==> src/rtl/fifo_word_splitter.sv <==
// Write-side feeder for the async FIFO. Wide words (up to RATIO entries) arrive
// on a valid/ready stream and leave as one DSIZE-bit FIFO write per wclk cycle.
// winc and wdata come straight from flops. The only combinational
// input-to-output path is wfull -> in_ready, which lets a new word load on the
// same edge as the previous word's last write.
module fifo_word_splitter #(
  parameter int DSIZE = 8,
  parameter int RATIO = 4,
  parameter int NBW   = 3
) (
  input  logic                   wclk,
  input  logic                   rst,
  input  logic [DSIZE*RATIO-1:0] in_data,
  input  logic [NBW-1:0]         in_nbytes,
  input  logic                   in_valid,
  output logic                   in_ready,
  output logic [DSIZE-1:0]       wdata,
  output logic                   winc,
  input  logic                   wfull,
  output logic                   err,
  output logic [15:0]            wr_count
);

  localparam int IW = (RATIO > 1) ? $clog2(RATIO) : 1;
  localparam logic [NBW-1:0] RATIO_N = NBW'(RATIO);
  localparam logic [NBW-1:0] ONE_N   = NBW'(1);

  logic                        busy;
  logic [RATIO-1:0][DSIZE-1:0] hold;
  logic [IW-1:0]               idx;
  logic [NBW-1:0]              rem;
  logic [DSIZE-1:0]            wdata_q;

  logic [RATIO-1:0][DSIZE-1:0] in_words;
  logic                        last, fire, accept, over, load;
  logic [NBW-1:0]              n_eff;
  logic [IW-1:0]               idx_nx;

  // Entry k of the input word sits at in_data[k*DSIZE +: DSIZE].
  assign in_words = in_data;

  assign last     = (rem == ONE_N);
  assign fire     = busy && !wfull;
  assign in_ready = !rst && (!busy || (last && !wfull));
  assign accept   = in_valid && in_ready;
  assign over     = (in_nbytes > RATIO_N);
  assign n_eff    = over ? RATIO_N : in_nbytes;
  // A zero-length word is consumed but never loads anything.
  assign load     = accept && (n_eff != '0);
  assign idx_nx   = idx + IW'(1);

  assign winc  = busy;
  assign wdata = wdata_q;

  // Word capture and per-entry advance. A load wins over the last-entry
  // retire so back-to-back words keep winc high without a bubble.
  always_ff @(posedge wclk or posedge rst) begin
    if (rst) begin
      busy    <= 1'b0;
      hold    <= '0;
      idx     <= '0;
      rem     <= '0;
      wdata_q <= '0;
    end else if (load) begin
      busy    <= 1'b1;
      hold    <= in_words;
      idx     <= '0;
      rem     <= n_eff;
      wdata_q <= in_words[0];
    end else if (fire) begin
      if (!last) begin
        idx     <= idx_nx;
        rem     <= rem - ONE_N;
        wdata_q <= hold[idx_nx];
      end else begin
        // wdata keeps the final entry while idle.
        busy <= 1'b0;
        idx  <= '0;
        rem  <= '0;
      end
    end
  end

  // Sticky oversize flag: set once any word claiming more than RATIO entries is taken.
  always_ff @(posedge wclk or posedge rst) begin
    if (rst)              err <= 1'b0;
    else if (accept && over) err <= 1'b1;
  end

  // Completed-write counter, free-running modulo 2^16.
  always_ff @(posedge wclk or posedge rst) begin
    if (rst)       wr_count <= '0;
    else if (fire) wr_count <= wr_count + 16'd1;
  end

endmodule

==> config.mk <==
export PLATFORM = sky130hd
export DESIGN_NAME = fifo_word_splitter
export DESIGN_NICKNAME = d
export VERILOG_FILES = /design/src/rtl/fifo_word_splitter.sv
export SDC_FILE = /design/constraint.sdc
export NUM_CORES = 1
export LEC_CHECK = 0
export BUFFER_PORTS_ARGS = -buffer_cell sky130_fd_sc_hd__buf_2
export CAP_MARGIN = 10
export CORE_UTILIZATION = 32
export CTS_BUF_LIST = sky130_fd_sc_hd__clkbuf_2
export DETAILED_ROUTE_END_ITERATION = 8
export PLACE_DENSITY = 0.59
export SLEW_MARGIN = 10
export SYNTH_ARGS = -nofsm -noshare
export SYNTH_HDL_FRONTEND = slang
export SYNTH_SLANG_ARGS = --single-unit
==> constraint.sdc <==
create_clock -name wclk -period 2.3 [get_ports wclk]
set_input_delay 0.23 -clock wclk [delete_from_list [all_inputs] [get_ports wclk]]
set_output_delay 0.23 -clock wclk [all_outputs]
set_load 0.02 [all_outputs]
==> results.cfg, run 1 <==
[setup_path]
worstPathCellList = inv_2, ha_4, or3b_4, and2_2, nor2_1, buf_4
max_stage_delay_ns = 0.41
critPathCaptureType = output pin
slowest_stage = dfrtp_1
worst_ep_required_time_ns = 2.07
critical_path.max_fanout = 4
cp-start-kind = register
worstSetupPathType = reg2out
critical_path_arrival_ns = 1.93

[floorplan]
io_pins = 66
die_y_um = 100.1
die_x_um = 100.1
std_cell_rows = 35
initial_utilization_pct = 33.17
coreArea_um2 = 9284
die_area_um2 = 10020

[final_layout]
finalNetCount = 374
fin_util_pct = 43.05
stdcell_area_um2 = 3996
n_antenna_cell = 0
drive_gt1_share_pct = 44.48
syn2layout_area_growth_pct = 29.78
fill_cells = 902
stdcell_count = 464
mostFrequentLayoutCell = buf_2
layout_common_cells = buf_2 (64), dfrtp_1 (63), dlygate4sd3_1 (36)

[global_routing]
grt_max_degree = 28
grt.total_usage_pct = 13.98
grt.overflow.total = 0
grt_pass1_vias = 2190
grt_pass1_wl_um = 10630
antenna_found_initial = 0

[synth]
yosys-top-cells-area = dfrtp_1 (51%), mux2_4 (15%), mux4_2 (5.9%)
synth-seq-cells = 63
synth.cell_area_um2 = 3079
ys_seq_area_share_pct = 51.20
netlist_instances = 219
synth_warnings = 0
yosys.area.top_type = dfrtp_1
syn-num-nets = 261
synth_top_area_share_pct = 51.20
synth.distinct_cells = 38
postSynthAreaPerCell_um2 = 14.06

[sta]
finalCritPeriodShare_pct = 93.92
hold_ws_ns = 0.2261
fmaxAchievable_ghz = 0.4630
tightest_slew_ns = 0.5806
setup_viol = 0
worst_slack_ns = 0.1399
post-route-min-period_ns = 2.160
skew_ns = 0.02211
hold_viol_final = 0
slew_viol_final = 0
max_slew_margin_pct = 61.24

[routing]
via_count = 2094
first_pass_iters = 4
drc = 0
routed_wl_um = 6342
ant_nets = 0
drt_iter0_markers = 59
wl_per_cell_um = 13.67
via_per_inst = 4.513

[cts]
cts_tree = yes
cts_buffers = 9
cts_buffer_depth = 2
clk_pin_slew_ns = 0.16
cts.sinks = 63
htree_levels = 3
ctsRootBufferMaster = clkbuf_2
clk_latency_ns = 0.46

[power]
power_density_nw_per_um2 = 1080
peakVddDrop_mv = 0.4320
power.leakage_uw = 0.001897

[flow_run]
drv_cap = 0

[placement]
dp_hpwl_um = 4430
pre_cts_slack_ns = 0.2404
io_buffers = 65
dp.cells = 413
placed_area_um2 = 3546
place.gp.congestion = 0.7172

[outcome]
status = finished clean

[hold_path]
min_path_type = in2reg
state kept, by name, summed over array words and instances (netlist names):
signal    cells
rem           3
wdata         8
idx           2
err           1
winc          1
wr_count     16
hold         32
per-layer routing:
layer | GRT usage [%] | vias to the layer above | wire length, um
met4 | 3.010 | 0 | 40
li1 | - | 1006 | -
met5 | 0 | - | 0
met2 | 22.81 | 63 | 2970
met3 | 5.153 | 4 | 337
met1 | 17.83 | 1021 | 2992
repair_timing:
action	in CTS	in global routing
endpoints found under the setup margin	0	1
hold buffers	35	1
setup buffers	0	1
endpoints found under the hold margin	67	1
resized for setup	0	4
area by class of cell:
class,instances,area (um^2),share of cell area (%)
sequential,63,1577,39.45
multi-input combinational,142,1380,34.53
timing repair buffer,112,795.8,19.91
tap,129,161.4,4.039
clock buffer,11,55.05,1.378
inverter,4,15.01,0.3757
clock inverter,3,12.51,0.3131
per-stage QoR:
| stage | power [uW] | setup TNS [ns] |
|---|---|---|
| final | 4316 | 0 |
| after detailed placement | 3796 | 0 |
| after floorplan | 3325 | 0 |
| after global routing | 4649 | -0.01567 |
| after CTS | 4357 | 0 |
| after global placement | 3749 | 0 |
critical path, delay by kind of cell (launching register included):
kind / cells / cell delay [ns]
adder cells (fa/ha/maj): 1 / 0.15
buffers and inverters: 2 / 0.24
flip-flops: 1 / 0.41
AND/OR/NAND/NOR: 3 / 0.70
Yosys cell counts, drive strengths merged:
cell type	instances
nand2b	2
ha	3
xnor2	8
and4	2
nand2	17
and2	2
or2b	1
mux2	40
or2	3
a211oi	1
nor3b	1
buf	6
xor2	7
or3b	1
a2111oi	1
clkbuf	4
o21bai	1
and2b	1
nand4	5
mux4	8
a311o	1
o21ai	2
a21oi	4
and4b	1
nand3	4
a22o	1
a221o	4
nor2	11
mux2i	1
nor2b	2
inv	4
and3	4
nor3	3
dfrtp	63
path summary, 6_finish.rpt:
path / startpoint / to / slack, ns / cells past startpoint
min in group asynchronous: rst / rem[0]$_DFFE_PP0P_ / 0.36 / 3
worst max register to register: rem[1]$_DFFE_PP0P_ / hold[6]$_DFFE_PP0P_ / 0.28 / 7
max in group asynchronous: rst / hold[27]$_DFFE_PP0P_ / 1.23 / 4
worst min-delay path: wfull / wr_count[1]$_DFFE_PP0P_ / 0.23 / 5
worst min register to register: wr_count[15]$_DFFE_PP0P_ / wr_count[15]$_DFFE_PP0P_ / 0.47 / 1
worst max-delay path: rem[1]$_DFFE_PP0P_ / in_ready / 0.14 / 6
cell families after synthesis:
kind of cell               synth area share [%]
adders and majority gates                 1.219
xor gates and xnor gates                  4.267
DFF                                       51.20
muxes                                     24.46
and+or+nand+nor                           10.40
AOI/OAI and AO/OA                         4.064
buffers and inverters                     4.388
power breakdown:
group	internal [uW]	switching [uW]	total, uW
Combinational	1160	756	1920
Clock	132	362	494
Sequential	1570	331	1900
Power figures use the tool's default switching activity.
==> inputs of run 2 (changes only) <==
- ABC_AREA: not set -> 1
==> run 2 against run 1 <==
Clock power is 59% higher; final area grew 0.13%; synthesized cell count rose by 71%; largest cell class unchanged; largest power group is now sequential cells.
==> results.cfg, run 2 <==
[outcome]
status = finished clean

[final_layout]
mostFrequentLayoutCell = nand2_1
syn2layout_area_growth_pct = 30.74
largest_register = hold
n_antenna_cell = 0
drive_gt1_share_pct = 21.12
stdcell_count = 612
largest_reg_flops = 32
layout_common_cells = nand2_1 (140), buf_2 (65), dfrtp_1 (63)
finalNetCount = 520

[global_routing]
antenna_found_initial = 0
grt_pass1_vias = 2635
grt.overflow.total = 0
grt_pass1_wl_um = 11730
grt_max_degree = 64
grt.total_usage_pct = 15.11

[synth]
yosys.area.top_type = dfrtp_1
synth.distinct_cells = 29
ys_seq_area_share_pct = 51.51
yosys-top-cells-area = dfrtp_1 (52%), nand2_1 (17%), inv_1 (6.1%)
netlist_instances = 375
synth_async_sr_flop_share_pct = 100.0
synth_common_cells = nand2_1 (140), dfrtp_1 (63), inv_1 (50), o21ai_0 (27), nand3_1 (15)
synth.cell_area_um2 = 3060
synth_edf_count = 0
synth-seq-cells = 63
postSynthAreaPerCell_um2 = 8.161
synth_top_area_share_pct = 51.51
synth_ff_type = dfrtp_1
syn-num-nets = 417
synth_warnings = 0
synth.most_common_cell = nand2_1

[setup_path]
worstSetupPathType = reg2out
critical_path_arrival_ns = 1.86
worst_ep_required_time_ns = 2.07
critical_path.max_fanout = 8
critPathCaptureType = output pin
cp-start-kind = register
r2r_slack_ns = 0.28
timing.rr.end = err$_DFFE_PP0P_
r2r_start = rem[1]$_DFFE_PP0P_
reg2regPathDepth = 7

[routing]
via_per_inst = 4.275
ant_nets = 0
drc = 0
via_count = 2616
wl_met2_um = 3243
first_pass_iters = 4
routed_wl_um = 7004
wl_per_cell_um = 11.44
wl_met1_um = 3357
top_layer = met4
drt_iter0_markers = 90
routed-wl-met3_um = 315

[hold_path]
min_path_type = in2async

[flow_run]
drv_cap = 0

[cts]
clk_latency_ns = 0.50
cts_tree = yes
cts_buffer_depth = 2
clk_pin_slew_ns = 0.19
cts_buffers = 9
ctsRootBufferMaster = clkbuf_2
htree_levels = 3
cts.sinks = 63

[placement]
dp.cells = 562
place.gp.congestion = 0.8116
io_buffers = 65
pre_cts_slack_ns = 0.5470
dp_hpwl_um = 4941

[sta]
grt_setup_unrepaired = no
tightest_slew_ns = 0.7878
max_slew_margin_pct = 47.48
worst_slack_ns = 0.2059
post-route-min-period_ns = 2.094
hold_viol_final = 0
skew_ns = 0.02315
fin_setup_tns_ns = 0
setup_viol = 0
slew_viol_final = 0
finalCritPeriodShare_pct = 91.05
fmaxAchievable_ghz = 0.4775
hold_ws_ns = 0.02220

[power]
p_seq_share_pct = 43.6
p_sw_uw = 1731
peakVddDrop_mv = 0.4807
power_frac_comb_pct = 37.9
switching_share_pct = 40.79
power.leakage_uw = 0.002180
clkPwrFrac_pct = 18.5
internal-power_uw = 2513
power_density_nw_per_um2 = 1061

[floorplan]
die_x_um = 99.80
io_pins = 66
die_area_um2 = 9959
initial_utilization_pct = 33.12
coreArea_um2 = 9240
std_cell_rows = 35
die_y_um = 99.80
run 2: worst max path at each step:
| stage | start | end | slack [ns] | cells after the start |
|---|---|---|---|---|
| after global routing | rem[1]$_DFFE_PP0P_ | in_ready | 0.03 | 5 |
| final | rem[1]$_DFFE_PP0P_ | in_ready | 0.21 | 5 |
| after floorplan | rst | hold[2]$_DFFE_PP0P_ | 0.28 | 6 |
| after detailed placement | rem[1]$_DFFE_PP0P_ | wdata[6]$_DFFE_PP0P_ | 0.55 | 10 |
| after global placement | rem[1]$_DFFE_PP0P_ | wdata[5]$_DFFE_PP0P_ | 0.60 | 10 |
| after CTS | rem[1]$_DFFE_PP0P_ | in_ready | 0.18 | 5 |
run 2: stage by stage:
stage / util [%] / total power (uW) / instance area (um^2)
floorplan: - / 2984 / 3064
global placement: 38.08 / 3417 / 3518
detailed placement: 38.08 / 3447 / 3518
CTS: 43.30 / 4306 / 4001
global route: 43.30 / 4638 / 4001
finish: 43.30 / 4244 / 4001
run 2: cell type report:
class,count,area (um^2)
flip-flops and latches,63,1577
well taps,129,161.4
clock buffers,9,45.04
fillers,945,5239
repair buffers,101,693.2
inverters,53,202.7
multi-input cells,250,1225
clock inverters,7,97.59
run 2: per-layer routing:
| layer | GRT usage, % | vias up |
|---|---|---|
| met1 | 18.47 | 1164 |
| li1 | - | 1380 |
| met4 | 4.186 | 0 |
| met2 | 25.68 | 64 |
| met5 | 0 | - |
| met3 | 4.735 | 8 |
run 2: cells by family (layout without fill, tap and decap cells):
| family | after synthesis | count (layout) | share of synthesized area, % |
|---|---|---|---|
| simple gates | 190 | 190 | 27.51 |
| flops | 63 | 63 | 51.51 |
| buf+inv | 62 | 170 | 8.463 |
| compound gates | 47 | 47 | 8.422 |
| xor+xnor | 10 | 10 | 2.862 |
| fa+ha+maj | 3 | 3 | 1.227 |
run 2: critical path, cell delays in order, from the launching register on:
cell	delay, ns
dfrtp_1	0.40
inv_1	0.09
ha_1	0.20
nand3_2	0.10
a21oi_2	0.36
buf_2	0.24
run 2: repair_timing:
item | CTS | global route
hold buffers | 34 | 0
hold endpoints to repair | 36 | 0
setup buffers | 0 | 0
gates resized for setup | 0 | 0
run 2: power groups by stage:
stage | sequential (uW) | combinational (uW) | clock (uW)
after floorplan | 1940 | 1050 | 0
after CTS | 1850 | 1630 | 821
after global routing | 1910 | 1860 | 865
after detailed placement | 1870 | 1570 | 0
after global placement | 1860 | 1560 | 0
final | 1850 | 1610 | 784
==> inputs of run 3 (changes only) <==
- REMOVE_ABC_BUFFERS: not set -> 1
==> run 3 against run 2 <==
Fmax is 1.4% higher; worst setup slack better by 0.029 ns; cell count fell by 0.49%; critical endpoint unchanged; highest routed layer unchanged.
==> results.cfg, run 3 (synthesis gave the netlist of run 2 again) <==
[routing]
via_count = 2667
first_pass_iters = 4
routed_wl_um = 7112
drc = 0
via_per_inst = 4.379
drt_iter0_markers = 124
wl_per_cell_um = 11.68
ant_nets = 0

[sta]
grt_setup_unrepaired = no
finalCritPeriodShare_pct = 89.80
max_slew_margin_pct = 47.45
slew_viol_final = 0
hold_viol_final = 0
fmaxAchievable_ghz = 0.4842
setup_viol = 0
tightest_slew_ns = 0.7883
skew_ns = 0.02745
post-route-min-period_ns = 2.065

[final_layout]
syn2layout_area_growth_pct = 28.17
finalNetCount = 518
n_antenna_cell = 0
layout_common_cells = nand2_1 (140), buf_2 (65), dfrtp_1 (63)
largest_register = hold
mostFrequentLayoutCell = nand2_1
fin_util_pct = 42.45
drive_gt1_share_pct = 20.63
largest_reg_flops = 32

[setup_path]
critical_path.max_fanout = 8
worstSetupPathType = reg2out
worst_ep_required_time_ns = 2.07
critPathCaptureType = output pin
cp-start-kind = register
critical_path_arrival_ns = 1.84

[cts]
cts_resized = 0
post_cts_buffers = 0
ctsRootBufferMaster = clkbuf_2
cts_tree = yes
cts_buffer_depth = 2
clk_latency_ns = 0.50
holdBufCountCts = 28
clk_pin_slew_ns = 0.16
htree_levels = 3
cts_buffers = 9
cts.sinks = 63

[floorplan]
coreArea_um2 = 9240
die_y_um = 99.80
io_pins = 66
initial_utilization_pct = 33.12
die_area_um2 = 9959
std_cell_rows = 35
die_x_um = 99.80

[global_routing]
grt_max_degree = 64
antenna_found_initial = 0
grt.overflow.total = 0
grt_pass1_wl_um = 11990
grt.total_usage_pct = 15.53
grt_pass1_vias = 2605

[power]
power_density_nw_per_um2 = 1042
peakVddDrop_mv = 0.3961
switching_share_pct = 41.85
p_sw_uw = 1711
power.leakage_uw = 0.002157
clkPwrFrac_pct = 15.4
power.total_uw = 4088
internal-power_uw = 2377
power_frac_comb_pct = 39.3
p_seq_share_pct = 45.3

[placement]
io_buffers = 65
place.gp.congestion = 0.8060
dp_hpwl_um = 5052

[hold_path]
min_path_type = in2async

[outcome]
status = finished clean

[flow_run]
drv_cap = 0
run 3: stage by stage:
| step | setup slack [ns] | setup TNS [ns] | hold WS (ns) | std cells | area [um^2] |
|---|---|---|---|---|---|
| 6_report | 0.2347 | 0 | 0.008337 | 609 | 3923 |
| 5_1_grt | 0.02997 | 0 | 0.0008132 | 609 | 3923 |
| 4_1_cts | 0.1890 | 0 | 0.002537 | 605 | 3882 |
| 3_3_place_gp | 0.4578 | 0 | 0.4658 | 562 | 3502 |
| 2_1_floorplan | -0.9170 | -33.80 | 0.3632 | 366 | 3000 |
| 3_5_place_dp | 0.4305 | 0 | 0.4727 | 562 | 3502 |
run 3: worst paths after layout:
| path | startpoint | endpoint | slack [ns] | cells past startpoint |
|---|---|---|---|---|
| min in group wclk | in_nbytes[1] | err$_DFFE_PP0P_ | 0.05 | 3 |
| hold / removal | rst | err$_DFFE_PP0P_ | 0.008 | 3 |
| setup / recovery | rem[1]$_DFFE_PP0P_ | in_ready | 0.23 | 5 |
| setup reg to reg | rem[0]$_DFFE_PP0P_ | wdata[5]$_DFFE_PP0P_ | 0.41 | 9 |
| hold reg to reg | wdata[1]$_DFFE_PP0P_ | wdata[1]$_DFFE_PP0P_ | 0.50 | 2 |
| max in group asynchronous | rst | wr_count[5]$_DFFE_PP0P_ | 1.76 | 3 |
run 3: metal layers:
| metal | vias to the layer above | global-route usage (%) | wire, um |
|---|---|---|---|
| li1 | 1368 | - | - |
| met1 | 1223 | 19.51 | 3247 |
| met2 | 69 | 26.21 | 3457 |
| met3 | 7 | 4.248 | 347 |
| met4 | 0 | 4.412 | 59 |
| met5 | - | 0 | 0 |
run 3: worst max-delay path, cell delays in order, from the launching register on:
cell     delay, ns
dfrtp_1       0.39
inv_1         0.09
ha_1          0.18
nand3_2       0.09
a21oi_2       0.35
buf_2         0.25
run 3: final cells by class:
| cell class | count | area, um^2 |
|---|---|---|
| multi-input combinational | 250 | 1225 |
| clock buffer | 10 | 50.05 |
| inverter | 53 | 198.9 |
| sequential | 63 | 1577 |
| clock inverter | 5 | 50.05 |
| fill | 945 | 5318 |
| tap | 129 | 161.4 |
| timing repair buffer | 99 | 660.6 |
run 3: power by group through the flow:
stage	Sequential (uW)	Combinational, uW	Clock (uW)
floorplan	1950	996	0
global placement	1870	1560	0
detailed placement	1880	1590	0
CTS	1860	1630	656
global route	1920	1860	706
finish	1850	1610	630
